`config.mk`:
```
export PLATFORM = sky130hd
export DESIGN_NAME = mccpu_ctrl_flat
export DESIGN_NICKNAME = d
export VERILOG_FILES = /design/src/rtl/mccpu_ctrl_if.sv /design/src/rtl/mccpu_ctrl.sv /design/src/flat_wrapper.sv
export SDC_FILE = /design/constraint.sdc
export NUM_CORES = 1
export LEC_CHECK = 0
export BUFFER_PORTS_ARGS = -buffer_cell sky130_fd_sc_hd__buf_2
export CAP_MARGIN = 30
export CORE_ASPECT_RATIO = 0.8
export CORE_MARGIN = 2
export CORE_UTILIZATION = 30
export DETAILED_ROUTE_END_ITERATION = 16
export GPL_TIMING_DRIVEN = 0
export PLACE_DENSITY = 0.47
export SYNTH_ARGS = -nofsm -noshare
export SYNTH_HDL_FRONTEND = slang
export SYNTH_SLANG_ARGS = --single-unit
```
`constraint.sdc`:
```
create_clock -name clk -period 2.3 [get_ports clk]
set_input_delay 0.345 -clock clk [delete_from_list [all_inputs] [get_ports clk]]
set_output_delay 0.345 -clock clk [all_outputs]
set_load 0.005 [all_outputs]
```
`src/rtl/mccpu_ctrl_if.sv`:
```
// rtl/mccpu_ctrl_if.sv - multi-cycle CPU controller bundle: decode inputs, control strobes, status
interface mccpu_ctrl_if #(
   parameter int CNT_W = 32
);
   logic [5:0]       Op;
   logic [5:0]       Funct;
   logic             Zero;
   logic             mem_ready;
   logic             PCWrite;
   logic             IRWrite;
   logic             RegWrite;
   logic             MemRead;
   logic             MemWrite;
   logic             IorD;
   logic             EXTOp;
   logic [3:0]       ALUOp;
   logic [1:0]       ALUSrcA;
   logic [1:0]       ALUSrcB;
   logic [1:0]       PCSource;
   logic [1:0]       GPRSel;
   logic [1:0]       WDSel;
   logic [2:0]       state;
   logic             err;
   logic [CNT_W-1:0] retired;

   modport master (
      input  Op, Funct, Zero, mem_ready,
      output PCWrite, IRWrite, RegWrite, MemRead, MemWrite, IorD, EXTOp,
      output ALUOp, ALUSrcA, ALUSrcB, PCSource, GPRSel, WDSel, state, err, retired
   );

   modport slave (
      output Op, Funct, Zero, mem_ready,
      input  PCWrite, IRWrite, RegWrite, MemRead, MemWrite, IorD, EXTOp,
      input  ALUOp, ALUSrcA, ALUSrcB, PCSource, GPRSel, WDSel, state, err, retired
   );
endinterface

```
`src/rtl/mccpu_ctrl.sv`:
```
// rtl/mccpu_ctrl.sv - multi-cycle MIPS-subset controller FSM with memory timeout and retire counter
// Optional jal/jr support is enabled by defining MCCTRL_JAL_EN.
module mccpu_ctrl #(
   parameter int TIMEOUT = 15,
   parameter int CNT_W   = 32
) (
   input  logic           clk,
   input  logic           rstn,
   mccpu_ctrl_if.master   bus
);
   typedef enum logic [2:0] {
      S_IF = 3'd0, S_ID = 3'd1, S_EX = 3'd2, S_MEM = 3'd3, S_WB = 3'd4, S_ERR = 3'd7
   } state_t;

   typedef enum logic [3:0] {
      C_ILL, C_R, C_IALU, C_LW, C_SW, C_BEQ, C_J, C_JAL, C_JR
   } cls_t;

   localparam logic [3:0] ALU_NOP = 4'd0, ALU_ADD = 4'd1, ALU_SUB = 4'd2, ALU_AND = 4'd3,
                          ALU_OR = 4'd4, ALU_SLT = 4'd5, ALU_SLTU = 4'd6, ALU_SLL = 4'd7,
                          ALU_NOR = 4'd8;
   localparam logic [7:0] WAIT_LAST = 8'(TIMEOUT - 1);

   state_t           state;
   cls_t             cls;
   logic [7:0]       wait_cnt;
   logic [CNT_W-1:0] retired;
   logic [3:0]       dec_alu;
   logic [1:0]       dec_srca;
   logic             dec_ext;

   always_comb begin
      cls      = C_ILL;
      dec_alu  = ALU_NOP;
      dec_srca = 2'b00;
      dec_ext  = 1'b0;
      case (bus.Op)
         6'b000000: begin
            cls = C_R;
            case (bus.Funct)
               6'b100000, 6'b100001: dec_alu = ALU_ADD;
               6'b100010, 6'b100011: dec_alu = ALU_SUB;
               6'b100100: dec_alu = ALU_AND;
               6'b100101: dec_alu = ALU_OR;
               6'b100111: dec_alu = ALU_NOR;
               6'b101010: dec_alu = ALU_SLT;
               6'b101011: dec_alu = ALU_SLTU;
               6'b000000: begin dec_alu = ALU_SLL; dec_srca = 2'b01; end
`ifdef MCCTRL_JAL_EN
               6'b001000: cls = C_JR;
`endif
               default:   cls = C_ILL;
            endcase
         end
         6'b001000: begin cls = C_IALU; dec_alu = ALU_ADD; dec_ext = 1'b1; end
         6'b001101: begin cls = C_IALU; dec_alu = ALU_OR; end
         6'b001111: begin cls = C_IALU; dec_alu = ALU_ADD; dec_srca = 2'b10; end
         6'b100011: cls = C_LW;
         6'b101011: cls = C_SW;
         6'b000100: cls = C_BEQ;
         6'b000010: cls = C_J;
`ifdef MCCTRL_JAL_EN
         6'b000011: cls = C_JAL;
`endif
         default:   cls = C_ILL;
      endcase
   end

   // Every return to IF from a working state counts one retired instruction.
   always_ff @(posedge clk or negedge rstn) begin
      if (!rstn) begin
         state    <= S_IF;
         wait_cnt <= 8'd0;
         retired  <= '0;
      end else begin
         case (state)
            S_IF: begin
               if (bus.mem_ready) begin
                  state <= S_ID;
               end else if (wait_cnt == WAIT_LAST) begin
                  state <= S_ERR;
               end else begin
                  wait_cnt <= wait_cnt + 8'd1;
               end
            end
            S_ID: begin
               case (cls)
                  C_J, C_JAL, C_JR: begin
                     state    <= S_IF;
                     wait_cnt <= 8'd0;
                     retired  <= retired + 1'b1;
                  end
                  C_ILL:   state <= S_ERR;
                  default: state <= S_EX;
               endcase
            end
            S_EX: begin
               case (cls)
                  C_LW, C_SW: begin
                     state    <= S_MEM;
                     wait_cnt <= 8'd0;
                  end
                  C_BEQ: begin
                     state    <= S_IF;
                     wait_cnt <= 8'd0;
                     retired  <= retired + 1'b1;
                  end
                  default: state <= S_WB;
               endcase
            end
            S_MEM: begin
               if (bus.mem_ready) begin
                  if (cls == C_LW) begin
                     state <= S_WB;
                  end else begin
                     state    <= S_IF;
                     wait_cnt <= 8'd0;
                     retired  <= retired + 1'b1;
                  end
               end else if (wait_cnt == WAIT_LAST) begin
                  state <= S_ERR;
               end else begin
                  wait_cnt <= wait_cnt + 8'd1;
               end
            end
            S_WB: begin
               state    <= S_IF;
               wait_cnt <= 8'd0;
               retired  <= retired + 1'b1;
            end
            default: state <= S_ERR;
         endcase
      end
   end

   logic       pc_write, ir_write, reg_write, mem_read, mem_write, iord, ext_op;
   logic [3:0] alu_op;
   logic [1:0] src_a, src_b, pc_src, gpr_sel, wd_sel;

   always_comb begin
      pc_write  = 1'b0;
      ir_write  = 1'b0;
      reg_write = 1'b0;
      mem_read  = 1'b0;
      mem_write = 1'b0;
      iord      = 1'b0;
      ext_op    = 1'b0;
      alu_op    = ALU_NOP;
      src_a     = 2'b00;
      src_b     = 2'b00;
      pc_src    = 2'b00;
      gpr_sel   = 2'b00;
      wd_sel    = 2'b00;
      case (state)
         S_IF: begin
            mem_read = 1'b1;
            src_b    = 2'b01;
            alu_op   = ALU_ADD;
            pc_write = bus.mem_ready;
            ir_write = bus.mem_ready;
         end
         S_ID: begin
            src_b  = 2'b11;
            alu_op = ALU_ADD;
            ext_op = 1'b1;
            case (cls)
               C_J:   begin pc_write = 1'b1; pc_src = 2'b10; end
               C_JAL: begin
                  pc_write  = 1'b1;
                  pc_src    = 2'b10;
                  reg_write = 1'b1;
                  gpr_sel   = 2'b10;
                  wd_sel    = 2'b10;
               end
               C_JR:  begin pc_write = 1'b1; pc_src = 2'b11; end
               default: ;
            endcase
         end
         S_EX: begin
            case (cls)
               C_R:    begin alu_op = dec_alu; src_a = dec_srca; end
               C_IALU: begin alu_op = dec_alu; src_a = dec_srca; src_b = 2'b10; ext_op = dec_ext; end
               C_LW, C_SW: begin alu_op = ALU_ADD; src_b = 2'b10; ext_op = 1'b1; end
               C_BEQ:  begin alu_op = ALU_SUB; pc_src = 2'b01; pc_write = bus.Zero; end
               default: ;
            endcase
         end
         S_MEM: begin
            iord      = 1'b1;
            mem_read  = (cls == C_LW);
            mem_write = (cls == C_SW);
         end
         S_WB: begin
            reg_write = 1'b1;
            if (cls == C_IALU) begin
               gpr_sel = 2'b01;
            end else if (cls == C_LW) begin
               gpr_sel = 2'b01;
               wd_sel  = 2'b01;
            end
         end
         default: ;
      endcase
      // The reset state is IF, so the strobes are masked to keep a held mem_ready from leaking through.
      if (!rstn) begin
         pc_write  = 1'b0;
         ir_write  = 1'b0;
         reg_write = 1'b0;
         mem_write = 1'b0;
      end
   end

   assign bus.PCWrite  = pc_write;
   assign bus.IRWrite  = ir_write;
   assign bus.RegWrite = reg_write;
   assign bus.MemRead  = mem_read;
   assign bus.MemWrite = mem_write;
   assign bus.IorD     = iord;
   assign bus.EXTOp    = ext_op;
   assign bus.ALUOp    = alu_op;
   assign bus.ALUSrcA  = src_a;
   assign bus.ALUSrcB  = src_b;
   assign bus.PCSource = pc_src;
   assign bus.GPRSel   = gpr_sel;
   assign bus.WDSel    = wd_sel;
   assign bus.state    = state;
   assign bus.err      = (state == S_ERR);
   assign bus.retired  = retired;
endmodule
```
`src/flat_wrapper.sv`:
```
// flat-port wrapper written by rule: the top's interface ports become plain ports
module mccpu_ctrl_flat 
#(
   parameter int TIMEOUT = 15,
   parameter int CNT_W   = 32
)
  (clk, rstn, bus_Op, bus_Funct, bus_Zero, bus_mem_ready, bus_PCWrite, bus_IRWrite, bus_RegWrite, bus_MemRead, bus_MemWrite, bus_IorD, bus_EXTOp, bus_ALUOp, bus_ALUSrcA, bus_ALUSrcB, bus_PCSource, bus_GPRSel, bus_WDSel, bus_state, bus_err, bus_retired);
  mccpu_ctrl_if #(.CNT_W(CNT_W)) bus_i ();
  input  logic clk;
  input  logic rstn;
  input wire logic [$bits(bus_i.Op)-1:0] bus_Op;
  input wire logic [$bits(bus_i.Funct)-1:0] bus_Funct;
  input wire logic [$bits(bus_i.Zero)-1:0] bus_Zero;
  input wire logic [$bits(bus_i.mem_ready)-1:0] bus_mem_ready;
  output wire logic [$bits(bus_i.PCWrite)-1:0] bus_PCWrite;
  output wire logic [$bits(bus_i.IRWrite)-1:0] bus_IRWrite;
  output wire logic [$bits(bus_i.RegWrite)-1:0] bus_RegWrite;
  output wire logic [$bits(bus_i.MemRead)-1:0] bus_MemRead;
  output wire logic [$bits(bus_i.MemWrite)-1:0] bus_MemWrite;
  output wire logic [$bits(bus_i.IorD)-1:0] bus_IorD;
  output wire logic [$bits(bus_i.EXTOp)-1:0] bus_EXTOp;
  output wire logic [$bits(bus_i.ALUOp)-1:0] bus_ALUOp;
  output wire logic [$bits(bus_i.ALUSrcA)-1:0] bus_ALUSrcA;
  output wire logic [$bits(bus_i.ALUSrcB)-1:0] bus_ALUSrcB;
  output wire logic [$bits(bus_i.PCSource)-1:0] bus_PCSource;
  output wire logic [$bits(bus_i.GPRSel)-1:0] bus_GPRSel;
  output wire logic [$bits(bus_i.WDSel)-1:0] bus_WDSel;
  output wire logic [$bits(bus_i.state)-1:0] bus_state;
  output wire logic [$bits(bus_i.err)-1:0] bus_err;
  output wire logic [$bits(bus_i.retired)-1:0] bus_retired;
  assign bus_i.Op = bus_Op;
  assign bus_i.Funct = bus_Funct;
  assign bus_i.Zero = bus_Zero;
  assign bus_i.mem_ready = bus_mem_ready;
  assign bus_PCWrite = bus_i.PCWrite;
  assign bus_IRWrite = bus_i.IRWrite;
  assign bus_RegWrite = bus_i.RegWrite;
  assign bus_MemRead = bus_i.MemRead;
  assign bus_MemWrite = bus_i.MemWrite;
  assign bus_IorD = bus_i.IorD;
  assign bus_EXTOp = bus_i.EXTOp;
  assign bus_ALUOp = bus_i.ALUOp;
  assign bus_ALUSrcA = bus_i.ALUSrcA;
  assign bus_ALUSrcB = bus_i.ALUSrcB;
  assign bus_PCSource = bus_i.PCSource;
  assign bus_GPRSel = bus_i.GPRSel;
  assign bus_WDSel = bus_i.WDSel;
  assign bus_state = bus_i.state;
  assign bus_err = bus_i.err;
  assign bus_retired = bus_i.retired;
  mccpu_ctrl #(.TIMEOUT(TIMEOUT), .CNT_W(CNT_W)) u_core (.clk(clk), .rstn(rstn), .bus(bus_i));
endmodule
```
==> insert_results.sql <==
INSERT INTO impl_metrics (metric_group, metric, value, unit) VALUES
('floorplan', 'dieArea', '0.0105', 'mm²'),
('placement', 'port-buffer-count', '68', ''),
('placement', 'detailedPlacementHpwl', '6130', 'µm'),
('timing', 'max_slew.worst_pin.slew', '737', 'ps'),
('logic_synthesis', 'yosysWarningCount', '0', ''),
('global_routing', 'grt_pass1_wl', '14000', 'µm'),
('global_routing', 'grt_antenna_before_repair', '0', ''),
('finish', 'final-seq-area', '0.00108', 'mm²'),
('clock_network', 'tritoncts', 'yes', ''),
('power_and_ir_drop', 'power_frac_comb', '8.7', '%'),
('placement', 'gp_congestion', '0.858', ''),
('power_and_ir_drop', 'power_leakage', '1.70', 'nW'),
('clock_network', 'path_clk_slew', '60', 'ps'),
('global_routing', 'grt_max_degree', '37', ''),
('power_and_ir_drop', 'cellInternalPower', '0.00145', 'W'),
('clock_network', 'cts-root-buf', 'clkbuf_16', ''),
('critical_path', 'worst_r2r_startpoint', 'u_core.bus.state[2]$_DFF_PN0_', ''),
('critical_path', 'crit_path_start_kind', 'input pin', ''),
('finish', 'multi_input_area', '0.00183', 'mm²'),
('routing', 'detail_route.iter0.violations', '184', ''),
('timing', 'timing.fmax', '0.438', 'GHz'),
('finish', 'fill_cells', '962', ''),
('critical_path', 'path_buf_inv', '3', ''),
('power_and_ir_drop', 'sequential_power_share', '41.2', '%'),
('timing', 'worst_hold_slack', '463', 'ps'),
('routing', 'drt-wirelength-per-cell', '16.0', 'µm'),
('routing', 'post_drt_via_cell_ratio', '5.32', ''),
('timing', 'timing.slew.headroom', '50.4', '%'),
('logic_synthesis', 'synth.ff_latch_count', '43', ''),
('clock_network', 'cts_sinks', '43', ''),
('critical_path', 'worst_path_top_cell_family_by_delay', 'simple AND/OR/NAND/NOR gates', ''),
('timing', 'min_period_over_period', '99.3', '%'),
('clock_network', 'tritoncts.num_buffers', '5', ''),
('timing', 'final-hold-violation-count', '0', ''),
('placement', 'post_dp_cell_area', '0.00343', 'mm²'),
('logic_synthesis', 'yosys.cell_count.top_type', 'dfrtp_1', ''),
('global_routing', 'overflow', '0', ''),
('timing', 'slew_violations', '0', ''),
('global_routing', 'grt.total_usage', '16.6', '%'),
('finish', 'flow.area_growth_from_synthesis', '34.8', '%'),
('finish', 'drive_gt1_share', '31.5', '%'),
('floorplan', 'die_w', '114', 'µm'),
('critical_path', 'worst-endpoint-required', '1960', 'ps'),
('finish', 'design.final.nets', '444', ''),
('timing', 'clock_skew', '6.21', 'ps'),
('routing', 'via_count', '2898', ''),
('logic_synthesis', 'netlist.area_leader.share', '36.9', '%'),
('timing', 'finalSetupViolations', '0', ''),
('logic_synthesis', 'synthesis.area', '0.00292', 'mm²'),
('floorplan', 'placement_rows', '32', ''),
('logic_synthesis', 'async_reset_ff_share', '100', '%'),
('critical_path', 'cpPeakStageDelay', '550', 'ps'),
('clock_network', 'clock_latency', '280', 'ps'),
('critical_path', 'ff2ff_path_depth', '5', ''),
('critical_path', 'worst-setup-path-type', 'in2out', ''),
('logic_synthesis', 'post_synth_inst_count', '334', ''),
('worst_hold_path', 'path_class_of_the_lowest_slack_min_delay_path', 'in2async', ''),
('critical_path', 'crit_chain', 'buf_6 -> buf_6 -> or4_4 -> nor3_4 -> nor2b_4 -> o31ai_2 -> nor4_1 -> buf_2', ''),
('logic_synthesis', 'postSynthAreaPerCell', '8.73', 'µm²'),
('logic_synthesis', 'synth_top_flop_cell', 'dfrtp_1', ''),
('power_and_ir_drop', 'clockPowerShare', '50.1', '%'),
('job', 'timing.max_cap.violations', '0', ''),
('status', 'status', 'finished, final reports clean', ''),
('finish', 'num_antenna_cells', '0', ''),
('clock_network', 'clock_tree.buffer_depth', '2', ''),
('power_and_ir_drop', 'switching_power_of_the_nets', '0.000392', 'W'),
('floorplan', 'initial_utilization', '30.6', '%'),
('power_and_ir_drop', 'power.share.switching', '21.3', '%'),
('finish', 'post-route-cell-area', '0.00393', 'mm²'),
('logic_synthesis', 'synth.largest_area_cell', 'dfrtp_1', ''),
('critical_path', 'crit_fanout', '4', '');
-- metrics by stage --
step	TNS (ps)	utilization [%]	power [W]	worst slack (ps)
after floorplan	0	-	0.000834	88.1
after global placement	-10550	35.8	0.000886	-431
after detailed placement	-9770	36.0	0.000891	-388
after CTS	-203	40.0	0.00184	-92.5
after global routing	-216	41.3	0.00191	-75.5
final	0	41.3	0.00184	15.5
-- state kept, by name (all words and copies together) (netlist names) --
signal	flops
u_core.bus.retired	32
u_core.wait_cnt	8
u_core.bus.state	3
-- worst reg2reg max path, stage by stage (launching register included) --
cell	delay [ps]
dfrtp_1	590
or2_2	250
inv_1	150
a221o_2	460
or4_4	570
xnor2_2	140
-- how the worst max path moves through the flow --
stage / startpoint / end / slack, ps / cells past startpoint
after global placement: bus_Op[3] / u_core.bus.retired[29]$_DFFE_PN0P_ / -430 / 8
after global routing: bus_Op[1] / bus_ALUOp[1] / -80 / 8
after detailed placement: bus_Op[3] / u_core.bus.retired[25]$_DFFE_PN0P_ / -390 / 8
after CTS: bus_Op[1] / bus_ALUSrcA[0] / -90 / 8
final: bus_Op[1] / bus_ALUOp[1] / 20 / 8
after floorplan: bus_Op[0] / bus_ALUOp[1] / 90 / 6
-- layout by cell type (no fill, tap or decap), types with 3 or more instances in the layout --
master / count
or2_2: 3
clkbuf_4: 3
nand3_1: 18
a21oi_1: 10
buf_2: 68
buf_6: 5
clkbuf_16: 6
o31ai_1: 4
or4_1: 3
and3_1: 8
nand2b_1: 4
or4_4: 3
and2_1: 3
nor3_1: 11
buf_4: 14
clkbuf_1: 7
and4_1: 3
nand2_1: 23
nand4_1: 20
dfrtp_1: 43
o22a_1: 3
nor3b_1: 3
xnor2_1: 30
nor4_1: 10
nor2b_1: 6
nand4b_1: 3
nor2_1: 20
inv_1: 13
o21ai_0: 15
ha_1: 3
-- per-layer routing --
layer  part of all wire, %  GRT usage [%]  vias up
met5                     0              0        -
met4                  0.84           3.86        0
met3                   4.6           3.37        6
met2                    43           24.3       89
met1                    52           24.9     1388
li1                      -              -     1415
-- what timing repair did --
action                                 4_1_cts  5_1_grt
endpoints found under the hold margin       10        0
pin swaps                                    8        5
resized for setup                           28       21
gates cloned                                 0        1
setup endpoints to repair                   29       33
hold buffers                                 1        0
buffers inserted                             7        4
-- cell type report --
| class | instances | area share (%) |
|---|---|---|
| plain buffers | 20 | 3.37 |
| clock buffers | 6 | 3.28 |
| clock inverters | 2 | 1.53 |
| inverters | 13 | 1.24 |
| multi-input cells | 259 | 46.5 |
| flip-flops and latches | 43 | 27.4 |
| well taps | 119 | 3.79 |
| repair buffers | 83 | 12.9 |
-- logic make-up after synthesis --
| kind of cell | Yosys count | share of synthesized area (%) |
|---|---|---|
| xor+xnor | 32 | 9.87 |
| compound gates | 57 | 13.9 |
| simple gates | 164 | 32.6 |
| fa+ha+maj | 4 | 1.63 |
| buf+inv | 33 | 4.98 |
| flops | 43 | 36.9 |
| other cells | 1 | 0.129 |
-- power groups by stage --
| stage | registers (W) | logic (W) | clock network [W] |
|---|---|---|---|
| 4_1_cts | 0.000758 | 0.000146 | 0.000935 |
| 3_5_place_dp | 0.000772 | 0.000119 | 0 |
| 2_1_floorplan | 0.000772 | 0.0000616 | 0 |
| 6_report | 0.000758 | 0.000160 | 0.000923 |
| 3_3_place_gp | 0.000772 | 0.000114 | 0 |
| 5_1_grt | 0.000757 | 0.000174 | 0.000975 |
Power figures use the tool's default switching activity.
